[src/rtl/imem_pkg.sv]
// ============================================================================
// Module : imem_pkg
// Brief  : Shared types and constants for the instruction-memory controller.
// Rev    : 1.0 - initial release
// ============================================================================
`default_nettype none

package imem_pkg;

    typedef logic [31:0] word_t;

    typedef enum logic [1:0] {
        ST_LOAD = 2'd0,
        ST_FILL = 2'd1,
        ST_RUN  = 2'd2
    } state_t;

    localparam word_t C_NOP_WORD = 32'h0000_0000;

endpackage

`default_nettype wire

[src/rtl/imem_array.sv]
// ============================================================================
// Module : imem_array
// Brief  : DEPTH x 32 storage, one synchronous write port, registered read.
// Rev    : 1.0 - initial release
// ============================================================================
`default_nettype none

module imem_array
    import imem_pkg::*;
#(
    parameter int DEPTH = 32,
    parameter int AW    = $clog2(DEPTH)
) (
    input  logic          clk,
    input  logic          i_we,
    input  logic [AW-1:0] i_waddr,
    input  word_t         i_wdata,
    input  logic          i_re,
    input  logic [AW-1:0] i_raddr,
    output word_t         o_rdata
);

    word_t r_mem [DEPTH];
    word_t r_rdata;

    // Contents are deliberately not reset; the loader rewrites every word.
    always_ff @(posedge clk) begin
        if (i_we) begin
            r_mem[i_waddr] <= i_wdata;
        end
        if (i_re) begin
            r_rdata <= r_mem[i_raddr];
        end
    end

    assign o_rdata = r_rdata;

endmodule

`default_nettype wire

[src/rtl/imem_load_fetch_ctrl.sv]
// ============================================================================
// Module : imem_load_fetch_ctrl
// Brief  : Loads a program image into instruction memory, zero-fills the rest,
//          then serves word-addressed fetches. Optional fault counter is
//          enabled by defining IMEM_FAULT_CNT_EN.
// Rev    : 1.0 - initial release
// ============================================================================
`default_nettype none

module imem_load_fetch_ctrl
    import imem_pkg::*;
#(
    parameter int    DEPTH    = 32,
    parameter int    AW       = $clog2(DEPTH),
    parameter word_t NOP_WORD = C_NOP_WORD
) (
    input  logic        clk,
    input  logic        rst,
    input  logic        ld_valid,
    input  logic [31:0] ld_data,
    input  logic        ld_last,
    output logic        ld_ready,
    input  logic        reload,
    input  logic        fetch_req,
    input  logic [31:0] fetch_addr,
    output logic        fetch_gnt,
    output logic        ins_valid,
    output logic [31:0] ins_out,
    output logic        fetch_fault,
    output logic        boot_done
`ifdef IMEM_FAULT_CNT_EN
    ,
    output logic [7:0]  fault_cnt
`endif
);

    state_t        r_state;
    state_t        w_next_state;
    logic [AW-1:0] r_wr_ptr;
    logic [AW-1:0] w_next_ptr;
    logic          w_ptr_last;
    logic          w_we;
    word_t         w_wdata;
    logic          w_fault;
    word_t         w_rdata;
    logic          r_ins_valid;
    logic          r_fault;
    logic          r_have_data;

    assign w_ptr_last = (r_wr_ptr == AW'(DEPTH - 1));
    assign w_fault    = (fetch_addr[1:0] != 2'b00) ||
                        ({2'b00, fetch_addr[31:2]} >= 32'(DEPTH));

    always_comb begin
        w_next_state = r_state;
        w_next_ptr   = r_wr_ptr;
        w_we         = 1'b0;
        w_wdata      = ld_data;
        ld_ready     = 1'b0;
        fetch_gnt    = 1'b0;
        if (reload) begin
            w_next_state = ST_LOAD;
            w_next_ptr   = '0;
        end else begin
            case (r_state)
                ST_LOAD: begin
                    ld_ready = 1'b1;
                    if (ld_valid) begin
                        w_we       = 1'b1;
                        w_next_ptr = r_wr_ptr + 1'b1;
                        // A full store ends the load even without ld_last.
                        if (w_ptr_last) begin
                            w_next_state = ST_RUN;
                        end else if (ld_last) begin
                            w_next_state = ST_FILL;
                        end
                    end
                end
                ST_FILL: begin
                    w_we       = 1'b1;
                    w_wdata    = NOP_WORD;
                    w_next_ptr = r_wr_ptr + 1'b1;
                    if (w_ptr_last) begin
                        w_next_state = ST_RUN;
                    end
                end
                ST_RUN: begin
                    fetch_gnt = fetch_req;
                end
                default: begin
                    w_next_state = ST_LOAD;
                    w_next_ptr   = '0;
                end
            endcase
        end
    end

    always_ff @(posedge clk or negedge rst) begin
        if (!rst) begin
            r_state  <= ST_LOAD;
            r_wr_ptr <= '0;
        end else begin
            r_state  <= w_next_state;
            r_wr_ptr <= w_next_ptr;
        end
    end

    imem_array #(
        .DEPTH (DEPTH),
        .AW    (AW)
    ) u_array (
        .clk     (clk),
        .i_we    (w_we),
        .i_waddr (r_wr_ptr),
        .i_wdata (w_wdata),
        .i_re    (fetch_gnt),
        .i_raddr (fetch_addr[AW+1:2]),
        .o_rdata (w_rdata)
    );

    // Fault and data-present flags only update on a grant so ins_out holds.
    always_ff @(posedge clk or negedge rst) begin
        if (!rst) begin
            r_ins_valid <= 1'b0;
            r_fault     <= 1'b0;
            r_have_data <= 1'b0;
        end else begin
            r_ins_valid <= fetch_gnt;
            if (fetch_gnt) begin
                r_fault     <= w_fault;
                r_have_data <= 1'b1;
            end
        end
    end

    assign ins_valid   = r_ins_valid;
    assign fetch_fault = r_fault;
    assign ins_out     = (r_have_data && !r_fault) ? w_rdata : NOP_WORD;
    assign boot_done   = (r_state == ST_RUN);

`ifdef IMEM_FAULT_CNT_EN
    logic [7:0] r_fault_cnt;

    always_ff @(posedge clk or negedge rst) begin
        if (!rst) begin
            r_fault_cnt <= 8'h00;
        end else if (reload) begin
            r_fault_cnt <= 8'h00;
        end else if (r_ins_valid && r_fault && (r_fault_cnt != 8'hFF)) begin
            r_fault_cnt <= r_fault_cnt + 8'h01;
        end
    end

    assign fault_cnt = r_fault_cnt;
`endif

endmodule

`default_nettype wire

[config.mk]
export PLATFORM = sky130hd
export DESIGN_NAME = imem_load_fetch_ctrl
export DESIGN_NICKNAME = d
export VERILOG_FILES = /design/src/rtl/imem_pkg.sv /design/src/rtl/imem_array.sv /design/src/rtl/imem_load_fetch_ctrl.sv
export SDC_FILE = /design/constraint.sdc
export NUM_CORES = 1
export LEC_CHECK = 0
export BUFFER_PORTS_ARGS = -buffer_cell sky130_fd_sc_hd__buf_2
export CAP_MARGIN = 5
export CORE_UTILIZATION = 30
export CTS_BUF_LIST = sky130_fd_sc_hd__clkbuf_4 sky130_fd_sc_hd__clkbuf_8
export CTS_CLUSTER_DIAMETER = 200
export DETAILED_ROUTE_END_ITERATION = 8
export SETUP_SLACK_MARGIN = 0.02
export SLEW_MARGIN = 20
export SYNTH_ARGS = -nofsm -noshare
export SYNTH_HDL_FRONTEND = slang
export SYNTH_SLANG_ARGS = --single-unit
[constraint.sdc]
create_clock -name clk -period 4.7 [get_ports clk]
set_clock_uncertainty 0.15 [all_clocks]
set_input_delay 0.94 -clock clk [delete_from_list [all_inputs] [get_ports clk]]
set_output_delay 0.94 -clock clk [all_outputs]
set_load 0.02 [all_outputs]
==> flow_summary_export.csv, run 1 <==
group,metric,value,unit
synthesis,synth.distinct_cells,35,
placed_design,gp_congestion,0.800,
cts,clockBufferDepth,3,
sta,finalCritPeriodShare,73.0,%
final_layout,syn_to_final_growth,16.4,%
cts,cts.htree.levels,4,
power_and_ir_drop,leakage,17.0,nW
cts,clk_pin_slew_worst_paths,60,ps
final_layout,layout.cells.non_filler,4645,
detailed_routing,viasPerCell,4.83,
detailed_routing,wire_per_inst,24.3,um
detailed_routing,drc,0,
grt,antenna_found_initial,8,
grt,grt_max_degree,71,
final_layout,mostFrequentLayoutCells,"edfxtp_1, mux2i_1, clkbuf_8, buf_2",
detailed_routing,dr.pass1.iters,5,
grt,grt_use_met1,20.1,%
setup_path,critPathKind,"flip-flop to primary output",
sta,tightestPinTransition,1190,ps
grt,grtUsageMet2,26.1,%
floorplanning,die_area,141000,um^2
power_and_ir_drop,ir_worst_vdd,0.199,mV
synthesis,synth-seq-cells,1066,
run,drv_cap,0,
setup_path,reg2reg_to,"u_array.r_mem[28][12]",
synthesis,avgSynthCellArea,17.5,um^2
min_path,hold_path_class,"input port to flip-flop",
setup_path,arrival,2340,ps
sta,fin_setup_tns,0,ps
min_path,holdPathEnd,"r_state[0]",
detailed_routing,wl,113,mm
synthesis,seq_area_frac_synth,76.4,%
cts,cts_made_buffers,168,
power_and_ir_drop,powerDensity,391,nW/um^2
min_path,min-delay-start,"ld_last",
sta,relSlewSlack,20.4,%
grt,track_usage,15.7,%
sta,setup_viol,0,
placed_design,hpwl,71.5,mm
outcome,status,"finished, final reports clean",
final_layout,fin_util,35.3,%
synthesis,synth_area,41900,um^2
synthesis,yosysWarnings,0,
synthesis,synth_top_flop_cell,"edfxtp_1",
setup_path,end_kind,"primary output",
min_path,min_delay_path_depth,3,
placed_design,placed_area,45600,um^2
grt,grt.met3_usage,3.39,%
detailed_routing,routed-via-count,22400,
sta,hold_viol,0,
final_layout,n_fill_cell,12900,
grt,gr-total-overflow,0,
final_layout,fin_area,48700,um^2
sta,min_period,3430,ps
placed_design,port_buffers,106,
cts,cts_resized,0,
grt,grt_pass1_wl,159,mm
final_layout,nNetsFinal,2730,
cts,post_cts_buffers,0,
cts,clock_sinks,1066,
floorplanning,die_h,376,um
cts,tritoncts,"done",
floorplanning,core-area,138000,um^2
synthesis,synth_nets,2470,
floorplanning,row_count,136,
setup_path,worstReg2RegStart,"r_state[0]",
synthesis,async_flop_share,0.938,%
sta,slew_violations,0,
synthesis,synth_cells,2395,
sta,fmax,291,MHz
setup_path,startpoint_type,"flip-flop",
floorplanning,die_w,376,um
floorplanning,start_util,30.3,%
grt,grt-busiest-layer,"met2",
detailed_routing,drtIter0Drc,1969,
grt,grt_pass1_vias,22500,
final_layout,drive_above_1_share,20.0,%
setup_path,reg2reg_depth,4,
sta,rsz0062_at_grt,"false",
setup_path,worstPathRequired,3610,ps
placed_design,dp_cells,4347,
final_layout,layout_commonest_cell,"edfxtp_1",
cts,worstSkewPairLatency,820,ps
setup_path,critPathMaxFanout,32,
synthesis,synth_edf_count,1056,
cts,cts-root-buf,"clkbuf_8",
setup_path,reg2reg_slack,1990,ps
floorplanning,ios,107,
detailed_routing,drtAntennaViolNets,0,
sta,hold_slack,299,ps
-- synth_stat cells (3+ instances only) --
cell / n / area (um^2)
nand2_1: 102 / 383
a22oi_1: 99 / 743
buf_2: 47 / 235
and2_1: 33 / 206
a31oi_1: 32 / 200
mux2i_1: 513 / 5130
a21oi_1: 101 / 505
dfrtp_1: 10 / 250
nor2_1: 44 / 165
nor3_1: 37 / 185
edfxtp_1: 1056 / 31700
clkbuf_1: 42 / 158
ha_1: 5 / 62.6
nor2b_1: 35 / 219
inv_1: 3 / 11.3
buf_4: 21 / 158
nand3_1: 99 / 495
buf_6: 23 / 259
a22o_1: 64 / 561
nor4_1: 7 / 43.8
nand3b_1: 3 / 22.5
-- report_power, final --
group,switching [mW],internal (mW)
clock,3.52,3.85
sequential,0.0146,10.6
combinational,0.768,0.354
total,4.31,14.8
-- what timing repair did --
| item | 4_1_cts | 5_1_grt |
|---|---|---|
| hold endpoints to repair | 10 | 0 |
| hold buffers | 1 | 0 |
| endpoints found under the setup margin | 0 | 0 |
-- final cells by class --
type | instances | area, um^2 | share of cell area [%]
Timing Repair Buffer | 227 | 1790 | 3.67
Sequential cell | 1066 | 32000 | 65.6
Clock buffer | 227 | 2810 | 5.76
Clock inverter | 67 | 305 | 0.627
Antenna cell | 3 | 7.51 | 0.0154
Inverter | 3 | 11.3 | 0.0231
Tap cell | 1863 | 2330 | 4.78
Multi-Input combinational cell | 1189 | 9520 | 19.5
-- flip-flops by register name, summed over array words and instances (netlist names) --
register / cells
r_have_data: 1
r_wr_ptr: 5
r_state: 2
fetch_fault: 1
u_array.o_rdata: 32
ins_valid: 1
u_array.r_mem: 1024
-- critical path, stage by stage, from the launching register on --
cell and delay (ps):
dfrtp_1 410, nor2b_4 590, and2_1 320, buf_2 200
-- per-stage QoR --
step / worst slack, ps / total power, mW
after global placement: 1150 / 11.9
after floorplan: 135 / 11.4
final: 1270 / 19.1
after global routing: 1050 / 19.7
after CTS: 1030 / 19.2
after detailed placement: 1130 / 11.9
-- worst max-delay path by stage --
| stage | to | slack (ps) | start | cells after the start |
|---|---|---|---|---|
| floorplan | fetch_gnt | 140 | reload | 2 |
| finish | ins_out[22] | 1270 | fetch_fault | 3 |
| global route | ins_out[21] | 1050 | fetch_fault | 3 |
| global placement | u_array.o_rdata[25] | 1150 | fetch_addr[3] | 7 |
| detailed placement | u_array.o_rdata[25] | 1130 | fetch_addr[3] | 7 |
| CTS | ins_out[22] | 1030 | fetch_fault | 3 |
-- kinds of logic (layout without fill, tap and decap cells) --
logic type | after synthesis | in the layout | synth area share (%)
flops | 1066 | 1066 | 76.4
mux | 513 | 513 | 12.3
simple gates | 372 | 372 | 4.34
compound gates | 299 | 299 | 4.86
buf+inv | 140 | 524 | 2.02
fa+ha+maj | 5 | 5 | 0.149
other cells | 0 | 3 | 0
-- per-layer routing --
metal | routed length (um) | up-vias
li1 | - | 9997
met1 | 47400 | 11500
met2 | 55100 | 706
met3 | 6830 | 169
met4 | 3330 | 4
met5 | 27 | -
Note: power is estimated with default switching activity, not from simulation.
==> run 2: changes to the inputs <==
==> constraint.sdc (replaced) <==
create_clock -name clk -period 3.45 [get_ports clk]
set_clock_uncertainty 0.15 [all_clocks]
set_input_delay 0.69 -clock clk [delete_from_list [all_inputs] [get_ports clk]]
set_output_delay 0.69 -clock clk [all_outputs]
set_load 0.02 [all_outputs]
==> flow_summary_export.csv, run 2 (same netlist as run 1, synthesis figures left out) <==
group,metric,value,unit
outcome,status,"finished, final reports clean",
sta,relSlewSlack,22.6,%
power_and_ir_drop,powerDensity,535,nW/um^2
cts,worstSkewPairLatency,840,ps
power_and_ir_drop,pwr-share-seq,54.5,%
placed_design,dp_cells,4370,
grt,grt_max_degree,60,
detailed_routing,drtAntennaViolNets,0,
floorplanning,ios,107,
floorplanning,start_util,30.3,%
placed_design,gp_congestion,0.778,
final_layout,nNetsFinal,2758,
detailed_routing,dr.pass1.iters,5,
sta,finalCritPeriodShare,87.4,%
cts,cts-root-buf,"clkbuf_8",
setup_path,worstPathRequired,2610,ps
setup_path,crit_buf_inv,2,
detailed_routing,drtIter0Drc,2169,
final_layout,layout.cells.non_filler,4686,
detailed_routing,met3_length,7.14,mm
setup_path,arrival,2170,ps
cts,post_cts_buffers,0,
setup_path,critPathKind,"flip-flop to primary output",
setup_path,critPathTopFamily,"simple AND/OR/NAND/NOR gates",
final_layout,fin_util,35.8,%
power_and_ir_drop,pwr-share-clk,39.8,%
power_and_ir_drop,internal_power,20.4,mW
power_and_ir_drop,sw_frac_of_total,22.7,%
grt,grt_pass1_vias,22700,
setup_path,end_kind,"primary output",
detailed_routing,met1_length,51.2,mm
detailed_routing,wl,114,mm
final_layout,register_area,32000,um^2
sta,fin_setup_tns,0,ps
setup_path,cpPeakStageDelay,430,ps
min_path,hold_path_class,"input port to flip-flop",
power_and_ir_drop,power,26.4,mW
sta,min_period,3010,ps
floorplanning,die_h,376,um
detailed_routing,wire_per_inst,24.4,um
cts,cts_made_buffers,170,
placed_design,hpwl,66.9,mm
final_layout,syn_to_final_growth,18.1,%
final_layout,mostFrequentLayoutCells,"edfxtp_1, mux2i_1, clkbuf_8, buf_2",
detailed_routing,routed-via-count,22700,
detailed_routing,viasPerCell,4.85,
sta,setup_viol,0,
setup_path,startpoint_type,"flip-flop",
grt,grt_pass1_wl,163,mm
cts,clock_sinks,1066,
sta,slew_violations,0,
detailed_routing,drc,0,
detailed_routing,routed.top_layer,"met4",
sta,rsz0062_at_grt,"false",
power_and_ir_drop,power_switching,5.99,mW
cts,clk_pin_slew_worst_paths,60,ps
final_layout,largest_register,"u_array.r_mem",
final_layout,drive_above_1_share,20.9,%
floorplanning,die_w,376,um
setup_path,slowest_stage,"dfrtp_1",
final_layout,n_fill_cell,13000,
setup_path,critPathMaxFanout,11,
sta,fmax,332,MHz
power_and_ir_drop,leakage,17.3,nW
detailed_routing,dr_wl_met2,53.3,mm
final_layout,multiInputGateArea,9490,um^2
power_and_ir_drop,p_comb_share,5.7,%
sta,hold_viol,0,
cts,clockBufferDepth,3,
cts,tritoncts,"done",
min_path,min_delay_path_depth,5,
floorplanning,core-area,138000,um^2
power_and_ir_drop,ir_worst_vdd,0.339,mV
setup_path,cp_num_cells,4,
setup_path,reg2reg_depth,6,
sta,hold_slack,106,ps
cts,cts.htree.levels,4,
run,drv_cap,0,
floorplanning,die_area,141000,um^2
final_layout,largest_reg_flops,1024,
sta,tightestPinTransition,1160,ps
grt,antenna_found_initial,3,
placed_design,port_buffers,106,
grt,track_usage,16.0,%
setup_path,cp_cell_sequence,"nor2b_4, buf_4, and2_1, buf_2",
floorplanning,row_count,136,
final_layout,layout_commonest_cell,"edfxtp_1",
grt,gr-total-overflow,0,
run 2: power groups by stage:
stage / combinational, mW / sequential [mW] / clock [mW]
3_3_place_gp: 1.48 / 14.7 / 0
5_1_grt: 1.60 / 14.4 / 11.3
2_1_floorplan: 0.879 / 14.7 / 0
3_5_place_dp: 1.49 / 14.7 / 0
4_1_cts: 1.50 / 14.4 / 10.7
6_report: 1.50 / 14.4 / 10.5
run 2: worst reg2reg max path, cell delays in order, from the launching register on:
cell and delay (ps):
dfrtp_1 510, nor2_1 160, nor3_1 390, nand2_1 130
buf_4 230, nor2_4 130, buf_4 470
run 2: metal layers:
metal  vias up  track usage (%)
met4         0             4.83
met3       158             2.92
met1     11600             22.3
met5         -                0
li1      10100                -
met2       861             25.2
run 2: worst paths after layout:
check	from	endpoint	slack [ps]
setup / recovery	fetch_fault	ins_out[4]	440
min in group asynchronous	rst	r_have_data	120
hold / removal	fetch_addr[29]	fetch_fault	110
hold reg to reg	r_have_data	r_have_data	330
max in group asynchronous	rst	r_wr_ptr[3]	2790
setup reg to reg	r_state[0]	u_array.r_mem[27][26]	850
run 2: layout make-up:
class / count / share of cell area, %
flip-flops and latches: 1066 / 64.7
multi-input cells: 1189 / 19.2
clock buffers: 231 / 5.69
well taps: 1863 / 4.72
repair buffers: 253 / 4.66
clock inverters: 77 / 1.03
inverters: 3 / 0.0228
diodes: 4 / 0.0203
run 2: timing repair:
action | CTS | global route
hold buffers | 4 | 0
resized for setup | 0 | 0
hold endpoints to repair | 12 | 0
run 2: stage by stage:
step | area, um^2 | setup WS [ps]
after floorplan | 41900 | 23.0
after global placement | 46000 | 502
after detailed placement | 46000 | 536
after CTS | 49400 | 309
after global routing | 49400 | 302
final | 49400 | 436
